$ cat config.mk
export PLATFORM = sky130hd
export DESIGN_NAME = int_ctrl
export DESIGN_NICKNAME = d
export VERILOG_FILES = /design/src/rtl/int_ctrl.sv
export SDC_FILE = /design/constraint.sdc
export NUM_CORES = 1
export LEC_CHECK = 0
export ABC_AREA = 1
export CAP_MARGIN = 20
export CORE_UTILIZATION = 40
export DETAILED_ROUTE_END_ITERATION = 8
export PLACE_DENSITY = 0.74
export SETUP_SLACK_MARGIN = 0.2
export SLEW_MARGIN = 20
export SYNTH_ARGS = -nofsm -noshare
export SYNTH_HDL_FRONTEND = slang
export SYNTH_SLANG_ARGS = --single-unit
$ cat constraint.sdc
create_clock -name clk -period 2.8 [get_ports clk]
set_input_delay 0.84 -clock clk [delete_from_list [all_inputs] [get_ports clk]]
set_output_delay 0.84 -clock clk [all_outputs]
set_load 0.02 [all_outputs]
$ cat src/rtl/int_ctrl.sv
// Eight-source edge-triggered interrupt controller with a memory-mapped register file.
// Define INTC_SYNC_EN to add a two-flop synchroniser per irq line ahead of edge detection.
module int_ctrl (
  input  logic        clk,
  input  logic        rst_n,
  input  logic [7:0]  irq,
  output logic        INT,
  input  logic        intack,
  output logic [15:0] vector,
  input  logic        cs,
  input  logic [1:0]  address,
  input  logic [15:0] data_in,
  input  logic        memwt,
  output logic [15:0] data_out
);

  localparam logic [1:0] S_IDLE    = 2'd0;
  localparam logic [1:0] S_REQ     = 2'd1;
  localparam logic [1:0] S_SERVICE = 2'd2;

  localparam logic [1:0] A_MASK    = 2'd0;
  localparam logic [1:0] A_PENDING = 2'd1;
  localparam logic [1:0] A_STATUS  = 2'd2;
  localparam logic [1:0] A_EOI     = 2'd3;

  logic [1:0]  r_state;
  logic [7:0]  r_mask;
  logic [7:0]  r_pending;
  logic [2:0]  r_idx;
  logic [7:0]  r_irqHist;
  logic [1:0]  r_primeCnt;
  logic [7:0]  w_irqSampled;
  logic [7:0]  w_edge;
  logic [7:0]  w_req;
  logic [7:0]  w_clr;
  logic [2:0]  w_lowIdx;
  logic        w_primed;
  logic        w_wrMask;
  logic        w_wrPending;
  logic        w_wrEoi;
  logic        w_ackTaken;
  logic        w_unusedData;

`ifdef INTC_SYNC_EN
  // Edge detection waits until the synchroniser holds real post-reset samples.
  localparam logic [1:0] PRIME_CYCLES = 2'd3;
  logic [7:0] r_sync1;
  logic [7:0] r_sync2;

  always_ff @(posedge clk or negedge rst_n) begin
    if (!rst_n) begin
      r_sync1 <= 8'h00;
      r_sync2 <= 8'h00;
    end else begin
      r_sync1 <= irq;
      r_sync2 <= r_sync1;
    end
  end

  assign w_irqSampled = r_sync2;
`else
  localparam logic [1:0] PRIME_CYCLES = 2'd1;
  assign w_irqSampled = irq;
`endif

  assign w_primed     = (r_primeCnt == PRIME_CYCLES);
  assign w_edge       = w_primed ? (w_irqSampled & ~r_irqHist) : 8'h00;
  assign w_req        = r_pending & ~r_mask;
  assign w_wrMask     = cs & memwt & (address == A_MASK);
  assign w_wrPending  = cs & memwt & (address == A_PENDING);
  assign w_wrEoi      = cs & memwt & (address == A_EOI);
  assign w_ackTaken   = (r_state == S_REQ) & intack;
  assign w_unusedData = &{1'b0, data_in[15:8]};

  always_ff @(posedge clk or negedge rst_n) begin
    if (!rst_n) begin
      r_irqHist  <= 8'h00;
      r_primeCnt <= 2'd0;
    end else begin
      r_irqHist <= w_irqSampled;
      if (!w_primed) begin
        r_primeCnt <= r_primeCnt + 2'd1;
      end
    end
  end

  always_comb begin
    w_lowIdx = 3'd0;
    for (int i = 7; i >= 0; i--) begin
      if (w_req[i]) begin
        w_lowIdx = i[2:0];
      end
    end
  end

  // A new edge overrides any clear aimed at the same bit in the same cycle.
  always_comb begin
    w_clr = 8'h00;
    if (w_wrPending) begin
      w_clr = data_in[7:0];
    end
    if (w_ackTaken) begin
      w_clr = w_clr | (8'h01 << r_idx);
    end
  end

  always_ff @(posedge clk or negedge rst_n) begin
    if (!rst_n) begin
      r_mask    <= 8'hFF;
      r_pending <= 8'h00;
    end else begin
      if (w_wrMask) begin
        r_mask <= data_in[7:0];
      end
      r_pending <= (r_pending & ~w_clr) | w_edge;
    end
  end

  always_ff @(posedge clk or negedge rst_n) begin
    if (!rst_n) begin
      r_state <= S_IDLE;
      r_idx   <= 3'd0;
    end else begin
      case (r_state)
        S_IDLE: begin
          if (w_req != 8'h00) begin
            r_idx   <= w_lowIdx;
            r_state <= S_REQ;
          end
        end
        S_REQ: begin
          if (intack) begin
            r_state <= S_SERVICE;
          end
        end
        S_SERVICE: begin
          if (w_wrEoi) begin
            r_state <= S_IDLE;
          end
        end
        default: r_state <= S_IDLE;
      endcase
    end
  end

  // INT decodes straight from state so an asynchronous reset drops it at once.
  assign INT    = (r_state == S_REQ);
  assign vector = intack ? {13'b0, r_idx} : 16'h0000;

  always_comb begin
    data_out = 16'h0000;
    case (address)
      A_MASK:    data_out = {8'h00, r_mask};
      A_PENDING: data_out = {8'h00, r_pending};
      A_STATUS:  data_out = {7'b0, (r_state == S_SERVICE), 5'b0, r_idx};
      A_EOI:     data_out = 16'h0000;
      default:   data_out = 16'h0000;
    endcase
  end

endmodule

# Word level (Yosys, flattened, before mapping)
# Index checks and enable logic that the tools add are counted.
# classes
add_sub_neg,1
mul,0
div_mod_pow,0
magnitude_cmp,0
n_eq_ne,9
shifts,1
muxes,17
n_bitwise,13
reduce_logical,5
# op_table
operator,count
one-hot mux 16 bit (4 select lines),1
2-to-1 mux 3 bit,9
bitwise AND 8 bit,3
2-to-1 mux 8 bit,3
NOT 8 bit,3
OR 8 bit,2
nonzero test 8 bit,1
left shift 1 x 3 -> 8 bit (first input constant),1
== test 2 x 1 -> 1 bit (second input constant),3
== test 2 bit (second input constant),3
2-to-1 mux 2 bit,3
one-hot mux 2 bit (3 select lines),1
bitwise AND 1 bit,5
logical NOT 2 bit,2
!= test 2 bit (second input constant),2
AND reduction 3 bit,1
adder 2 x 1 -> 2 bit (second input constant),1
!= test 2 x 1 -> 1 bit (second input constant),1
AND reduction 2 bit,1
# word_totals
register_bits,31
latch_bits,0
mem_bits_rw,0
mem_bits_ro,0
input_bits,31
out_inout_bits,33
mem_count,0

# Depth between registers and ports, before layout
# Gate-level depths: netlist of run 1.
# depth
ltp_word,10
depth_mapped,10

# Least setup slack after synthesis of run 1
# Ideal clock, no wire load.
# synth_timing
path_kind,input to output
start,input address[1]
end,output data_out[3]
arrival_time_ns,1.521
required_ns,1.960
slack_ns,0.439
path_stages,3
cell_sequence,nor2_4 inv_2 o21ai_0
# synth_between
elab_chain_len,2
elab_cells_between_ends,5
# synth_lines
item,line,rtl
from (decl),11,"input logic [1:0] address,"
"== test 2 bit, or another cell as far along",152,case (address)
one-hot mux 16 bit (4 select lines) (*),152,
to (decl),14,output logic [15:0] data_out
# Mark *: on every way between the ends. The rest lies on a longest branch, timed or not. The select of a mux whose other input is x is not followed.

# Final worst setup path of run 1
# layout_timing
start,input intack
end,output vector[0]
# layout_between
elab_chain_len,1
# layout_lines
item,line,rtl
from (decl),8,"input logic intack,"
2-to-1 mux 3 bit,148,"assign vector = intack ? {13'b0, r_idx} : 16'h0000;"
to (decl),9,"output logic [15:0] vector,"
# Every way passes these cells.

==> results of run 1 <==
[flip-flops by register name, summed over array words and instances (netlist names)]
name        cells
r_pending       8
r_idx           3
r_mask          8
r_irqHist       8
r_primeCnt      2
r_state         2
[critical path, stage by stage]
cell and delay (ns):
sky130_fd_sc_hd__dlygate4sd2_1 0.29, sky130_fd_sc_hd__nand2_1 0.07, sky130_fd_sc_hd__inv_1 0.07, sky130_fd_sc_hd__dlygate4sd2_1 0.32
[cell type report]
class	count	area (um2)	area share (%)
clock buffers	6	82.6	3.85
clock inverters	2	35.0	1.63
inverters	22	85.1	3.97
multi-input cells	142	741	34.5
flip-flops and latches	31	786	36.6
well taps	50	62.6	2.92
repair buffers	42	353	16.5
[metal layers]
layer | share of wire (%) | GRT usage, % | vias up
met4 | 1.8 | 6.38 | 0
met5 | 0 | 0 | -
met2 | 46 | 30.0 | 58
li1 | - | - | 691
met3 | 5.6 | 4.62 | 7
met1 | 47 | 24.4 | 631
[repair_timing]
item / in CTS / in global routing
pin swaps: 0 / 1
hold endpoints to repair: 0 / 0
resized for setup: 54 / 9
endpoints found under the setup margin: 12 / 8
[kinds of logic after synthesis]
| group | after synthesis | share of synthesized area [%] |
|---|---|---|
| adders and majority gates | 1 | 0.739 |
| other | 1 | 0.222 |
| xor gates and xnor gates | 1 | 0.517 |
| buffers and inverters | 44 | 14.7 |
| and+or+nand+nor | 81 | 21.7 |
| DFF | 31 | 46.4 |
| AOI/OAI and AO/OA | 39 | 15.7 |
[power by group through the flow]
stage / combinational [mW] / clock, mW / sequential, mW
5_1_grt: 0.623 / 0.479 / 0.649
3_5_place_dp: 0.572 / 0 / 0.638
6_report: 0.553 / 0.450 / 0.634
4_1_cts: 0.547 / 0.460 / 0.632
3_3_place_gp: 0.568 / 0 / 0.635
2_1_floorplan: 0.392 / 0 / 0.618
[through the flow]
stage	power, mW	setup TNS (ns)	worst slack, ns	area, um2	util (%)
CTS	1.64	0	0.151	2140	53.0
finish	1.64	0	0.366	2140	53.2
floorplan	1.01	0	0.439	1760	-
detailed placement	1.21	-4.77	-0.519	2060	51.2
global placement	1.20	-4.83	-0.507	2060	51.2
global route	1.75	0	0.279	2140	53.2
[path summary, 6_finish.rpt]
| check | start | to | slack (ns) |
|---|---|---|---|
| setup / recovery | intack | vector[0] | 0.37 |
| hold / removal | r_irqHist[5] | r_pending[5] | 0.41 |
| setup reg to reg | r_mask[1] | r_idx[0] | 1.51 |
| hold reg to reg | r_irqHist[5] | r_pending[5] | 0.41 |
| max in group asynchronous | rst_n | r_mask[7] | 1.53 |
| min in group asynchronous | rst_n | r_irqHist[7] | 0.95 |
[cells in the mapped netlist]
cell | n | share of area [%]
sky130_fd_sc_hd__buf_2 | 1 | 0.30
sky130_fd_sc_hd__nand3_1 | 4 | 1.2
sky130_fd_sc_hd__o21bai_1 | 1 | 0.44
sky130_fd_sc_hd__xnor2_1 | 1 | 0.52
sky130_fd_sc_hd__o21ai_0 | 6 | 1.8
sky130_fd_sc_hd__o2bb2ai_1 | 1 | 0.52
sky130_fd_sc_hd__inv_2 | 11 | 2.4
sky130_fd_sc_hd__nor2_1 | 11 | 2.4
sky130_fd_sc_hd__o31ai_1 | 1 | 0.44
sky130_fd_sc_hd__o22ai_1 | 1 | 0.37
sky130_fd_sc_hd__nor2_2 | 3 | 1.1
sky130_fd_sc_hd__nand3b_1 | 1 | 0.44
sky130_fd_sc_hd__o211ai_1 | 8 | 3.5
sky130_fd_sc_hd__o21ai_1 | 8 | 2.4
sky130_fd_sc_hd__nand2_2 | 3 | 1.1
sky130_fd_sc_hd__dfrtp_1 | 23 | 34
sky130_fd_sc_hd__dfstp_2 | 8 | 12
sky130_fd_sc_hd__o221ai_1 | 3 | 1.6
sky130_fd_sc_hd__nand2_1 | 53 | 12
sky130_fd_sc_hd__a21oi_2 | 8 | 4.1
sky130_fd_sc_hd__nor2_4 | 3 | 2.0
sky130_fd_sc_hd__buf_6 | 1 | 0.67
sky130_fd_sc_hd__a21oi_1 | 2 | 0.59
sky130_fd_sc_hd__nor3_1 | 2 | 0.59
sky130_fd_sc_hd__nand3_4 | 1 | 1.0
sky130_fd_sc_hd__inv_1 | 11 | 2.4
sky130_fd_sc_hd__ha_1 | 1 | 0.74
sky130_fd_sc_hd__buf_4 | 20 | 8.9
sky130_fd_sc_hd__conb_1 | 1 | 0.22
==> summary by stage, run 1 <==
Outcome
The run finished with clean final reports.

STA
The final worst-path cycle share is 86.9%. Setup violations remaining at the end of the flow were counted as 0. The number of slew-limit violations in the final report is 0.

Setup repair after global routing left no endpoint under its margin. Across all hold checks on the routed design, the worst slack comes to a little over 0.4 ns. The setup skew after layout is 0.00890 ns. Static timing analysis puts the maximum clock frequency at 411 MHz. The clock period minus final worst setup slack is 2.43 ns.

The number of failing hold endpoints at the final stage is 0.

Power and ir drop
The analysis attributes to net switching a power of 580 uW. The clock network is responsible for 27.5% of the overall power. For this design the ratio of total power to cell area is ~760 nW/um2. The internal power is around 1.1 mW. Combinational logic burns around a third of the power. The worst-case IR drop observed on VDD is 0.000462 V. The switching power as a share of total power is a little over a third. Summed over all cells, the static leakage comes to 1.03 nW.

The share of power burned in registers is between 30% and 40%.

Die
The effective utilization at floorplan is 42.0%. The horizontal die dimension is roughly 67 um. The placeable core region is 4030 um2. The die area is 4500 um2.

The vertical die dimension is around 67 um. The number of standard-cell rows in the floorplan is 23. The number of primary I/O pins is 64.

Synthesis
The mean area per synthesized cell is 8.55 um2. The flop and latch count out of synthesis is 31. The unique cell type count in the Yosys netlist is 29. The count of yosys warnings during synthesis is 0. The post-synthesis sequential area ratio is 46.4%.

The synthesized netlist occupies a cell area of between 1500 and 2000 um2. The number of instances in the synthesized netlist is 198.

Detailed routing
The detailed router's first-iteration violation count is 48. The pre-antenna-repair detailed-routing pass consisted of 4 iterations. Using the TritonRoute via totals, the vias-per-cell ratio works out to between 4 and 5. The routed wire length per instance is 12.0 um. The residual antenna-violating net count after detailed routing is 0. Wires add up to 3.53 mm. For this run, design rule violations remaining after detail routing come to 0. The detailed router placed roughly 1.4k vias in this run.

Setup path
The arrival time of data at the critical path endpoint is 1.59 ns. The largest fanout on the critical path is 4. The element type at the critical path end is a primary output.

The worst register-to-register path has a depth of 9. STA classifies the critical path startpoint as a primary input. STA puts the critical path data required time at 1.96 ns. The critical path in this run is classified as primary input to primary output.

Clock tree
The hold buffer count at CTS is 0. The number of setup buffers added after CTS is 0. CTS saw 31 sinks. The root cell of the clock tree is sky130_fd_sc_hd__clkbuf_8. The worst-skew pair later-pin latency is about 0.28 ns.

Clock-pin slew was measured on the worst setup and hold paths at roughly 0.07 ns. The clock tree from TritonCTS is done. TritonCTS created 5 clock buffers. The largest buffer count on any clock path is 2. In this run the number of H-tree levels came out at 2.

Place
Including well taps, the total number of placed cells is 287. The HPWL after detailed placement is 2.69 mm. The final weighted congestion in routability-driven placement is 0.842. The number of port buffers is 35.

Layout
After the last flow step, the layout net total stands at 276. The finished layout holds slightly below 300 standard cells, fillers aside. The count of filler cells inserted in the layout is about 380. Leaving out fill and tap cells, the most frequent cell in the layout is sky130_fd_sc_hd__nand2_1. Relative to the synthesized area, the layout overhead comes to 26.7%. Cells with a size suffix above 1 make up 27.3% of the layout. The repair_antennas step left the layout with diodes totalling 0.

Leaving out fill and tap cells, the most frequent cells in the layout are sky130_fd_sc_hd__nand2_1, sky130_fd_sc_hd__dfrtp_1, sky130_fd_sc_hd__conb_1, sky130_fd_sc_hd__clkdlybuf4s50_1.

Worst hold path
The number of cells traversed by the worst hold path is 1. In this run the worst hold path is classified as flop to flop.

Global route
Entering global routing, the biggest net connects 32 pins. After global routing the overflow that remains totals 0. The overall global routing resource usage is a little under a fifth. The number of antenna violations at the first check in global routing is 0. The first global-routing pass estimated 6.11 mm of wire. The via count of the first global-routing pass came to 1331.

Run
The number of violations of the max-capacitance limit is 0.
(Power assumes the default switching activity.)
==> run 2, diff against run 1 <==
Settings changed: CORE_MARGIN from default to 2, SETUP_SLACK_MARGIN 0.2 to 0.1.
==> summary by stage, run 2 (synthesized netlist as in run 1, its figures left out) <==
Die
The number of primary I/O pins is 64. The vertical die dimension is 69.1 um. The initialized floorplan defines 23 standard-cell rows. The die is 69.1 um wide.

The placeable core region is 4030 um2. The die covers 4770 um2. For this configuration, the core starts out at a cell density of ~42%.

Clock tree
The maximum level of the CTS H-tree is 2. TritonCTS built the clock tree. The count of clock tree sinks is 31.

The number of buffers created by CTS is 5. The clock-pin slew on the worst setup and hold paths is 0.07 ns. The worst-skew pair later-pin latency is 0.29 ns. The largest buffer count on any clock path is 2.

Clock tree synthesis selected as its root buffer the cell sky130_fd_sc_hd__clkbuf_8. The hold buffer count at CTS is 0.

Layout
The final-stage net count is 276. The commonest non-fill, non-tap cell in the layout is sky130_fd_sc_hd__nand2_1. In the final layout, the registers with the most flip-flops are r_irqHist x8, r_mask x8, r_pending x8. The area overhead of the layout relative to synthesis is 25.3%. Measured on the finished design, the core utilization comes to a little over half.

The antenna diode count is 0. Of the cells placed in the final design, the portion with a size suffix greater than 1 is 26.9%. The top cell types in the final layout, fill and taps aside, are sky130_fd_sc_hd__nand2_1, sky130_fd_sc_hd__dfrtp_1, sky130_fd_sc_hd__conb_1, sky130_fd_sc_hd__clkdlybuf4s50_1.

Global route
The number of antenna violations at the first check in global routing was 0. Entering global routing, the biggest net connects 32 pins. The via count of the first global-routing pass is ~1.3k. The global-route wire length before repair is slightly below 6 mm.

Summed over all layers, the global routing overflow is 0. The overall global routing resource usage is 15.5%.

Power and ir drop
The cell leakage power is 1.01 nW. Across the VDD grid, the largest voltage drop is 0.000444 V. The total power divided by cell area is 726 nW/um2.

Setup path
STA classifies the critical path endpoint as a primary output. Together, buffers and inverters on the worst path number 4. On the critical path, the stage with the largest delay is an instance of sky130_fd_sc_hd__dlygate4sd2_1. The arrival time of data at the critical path endpoint is around 1.9 ns.

Traced cell by cell, the critical path runs through dlygate4sd2_1 -> inv_2 -> nand2_2 -> inv_4 -> nand2_1 -> o221ai_2 -> clkdlybuf4s15_2. The type of the worst setup path is primary input to primary output. The largest single stage delay on the critical path is 0.29 ns. The largest fanout on the critical path is 7. The kind of cell with the highest combined delay on the critical path is buffers and inverters. The worst setup path is launched from a primary input. The data required time at the worst endpoint is 1.96 ns.

Worst hold path
The worst hold-check path type is flop to flop.

Detailed routing
The detailed router's first-iteration violation count is 38. The total detailed-routing wirelength is 3.42 mm. The routed wire length per instance is about 12 um. The final route contains 1391 vias.

The count of nets left with antenna violations once routing finished came out at 0. Using the TritonRoute via totals, the vias-per-cell ratio works out to approximately 4.7. After detailed routing, the number of remaining DRC violations is 0. The pre-antenna-repair detailed-routing pass consisted of 4 iterations.

STA
For this run, the top clock speed supported by timing is 372 MHz. The setup skew after layout is 0.00699 ns. Setup repair after global routing could not meet its margin everywhere.

The setup-violating endpoint count in the final report is 0. Subtracting the final worst setup slack from the clock period gives between 2 and 3 ns. The number of slew-limit violations in the final report is 0.

The number of failing hold endpoints at the final stage is 0. The final worst-path cycle share is 96.1%. The post-route worst setup slack is ~0.11 ns.

Place
Summed over all nets, the half-perimeter wirelength after detailed placement is 2.75 mm. The number of port buffers is 35. The pre-CTS setup slack is -0.504 ns.

The final weighted congestion in routability-driven placement is 0.847.

Run
The number of violations of the max-capacitance limit is 0.

Outcome
The flow ran to the end, and the final reports show no timing, DRC or antenna violations.
[run 2: path summary, 6_finish.rpt]
check                              from            to  slack [ns]  cells after the start
min reg2reg                r_irqHist[5]  r_pending[5]        0.41                      1
min in group asynchronous         rst_n  r_irqHist[3]        0.94                      2
max                          address[1]   data_out[2]        0.11                      7
max in group asynchronous         rst_n     r_mask[3]        1.54                      2
max reg2reg                   r_mask[1]      r_idx[0]        1.51                      9
min                        r_irqHist[5]  r_pending[5]        0.41                      1
[run 2: timing repair]
| action | CTS | global route |
|---|---|---|
| setup endpoints to repair | 12 | 10 |
| buffers inserted | 0 | 0 |
| hold endpoints to repair | 0 | 0 |
| resized for setup | 43 | 13 |
[run 2: report_power, final]
part           internal [mW]  switching [mW]  leakage (nW)  total [mW]
Clock                  0.177           0.179        0.0443       0.357
Sequential             0.555          0.0751         0.339       0.630
Combinational          0.211           0.342         0.629       0.553
[run 2: metrics by stage]
step	instance area (um2)	hold slack, ns	TNS [ns]	power [mW]	instances
after global routing	2120	0.423	0	1.65	295
after CTS	2140	0.415	0	1.55	295
after detailed placement	2060	0.405	-4.81	1.21	287
after global placement	2060	0.403	-4.80	1.20	287
after floorplan	1760	0.400	0	1.01	217
final	2120	0.411	0	1.54	295
[run 2: cell type report]
type | count | area [um2]
Clock buffer | 5 | 68.8
Fill cell | 383 | 1910
Timing Repair Buffer | 42 | 355
Multi-Input combinational cell | 142 | 738
Inverter | 22 | 85.1
Tap cell | 50 | 62.6
Clock inverter | 3 | 25.0
Sequential cell | 31 | 786
[run 2: routing by layer]
metal / track usage (%) / wire length (um) / share of wire [%] / up-vias
met3: 5.70 / 239 / 7.0 / 8
met5: 0 / 0 / 0 / -
met1: 20.9 / 1610 / 47 / 624
met2: 23.1 / 1510 / 44 / 64
met4: 5.23 / 61 / 1.8 / 0
li1: - / - / - / 695
[run 2: worst reg2reg max path, stage by stage, from the launching register on]
cell and delay, ns:
sky130_fd_sc_hd__dfstp_2 0.53, sky130_fd_sc_hd__inv_2 0.04, sky130_fd_sc_hd__nand2_1 0.08, sky130_fd_sc_hd__nand2_1 0.08
sky130_fd_sc_hd__nor2_2 0.12, sky130_fd_sc_hd__nand2_1 0.07, sky130_fd_sc_hd__nand2_2 0.10, sky130_fd_sc_hd__nor2_1 0.05
sky130_fd_sc_hd__nand2_1 0.06, sky130_fd_sc_hd__nand2_1 0.05
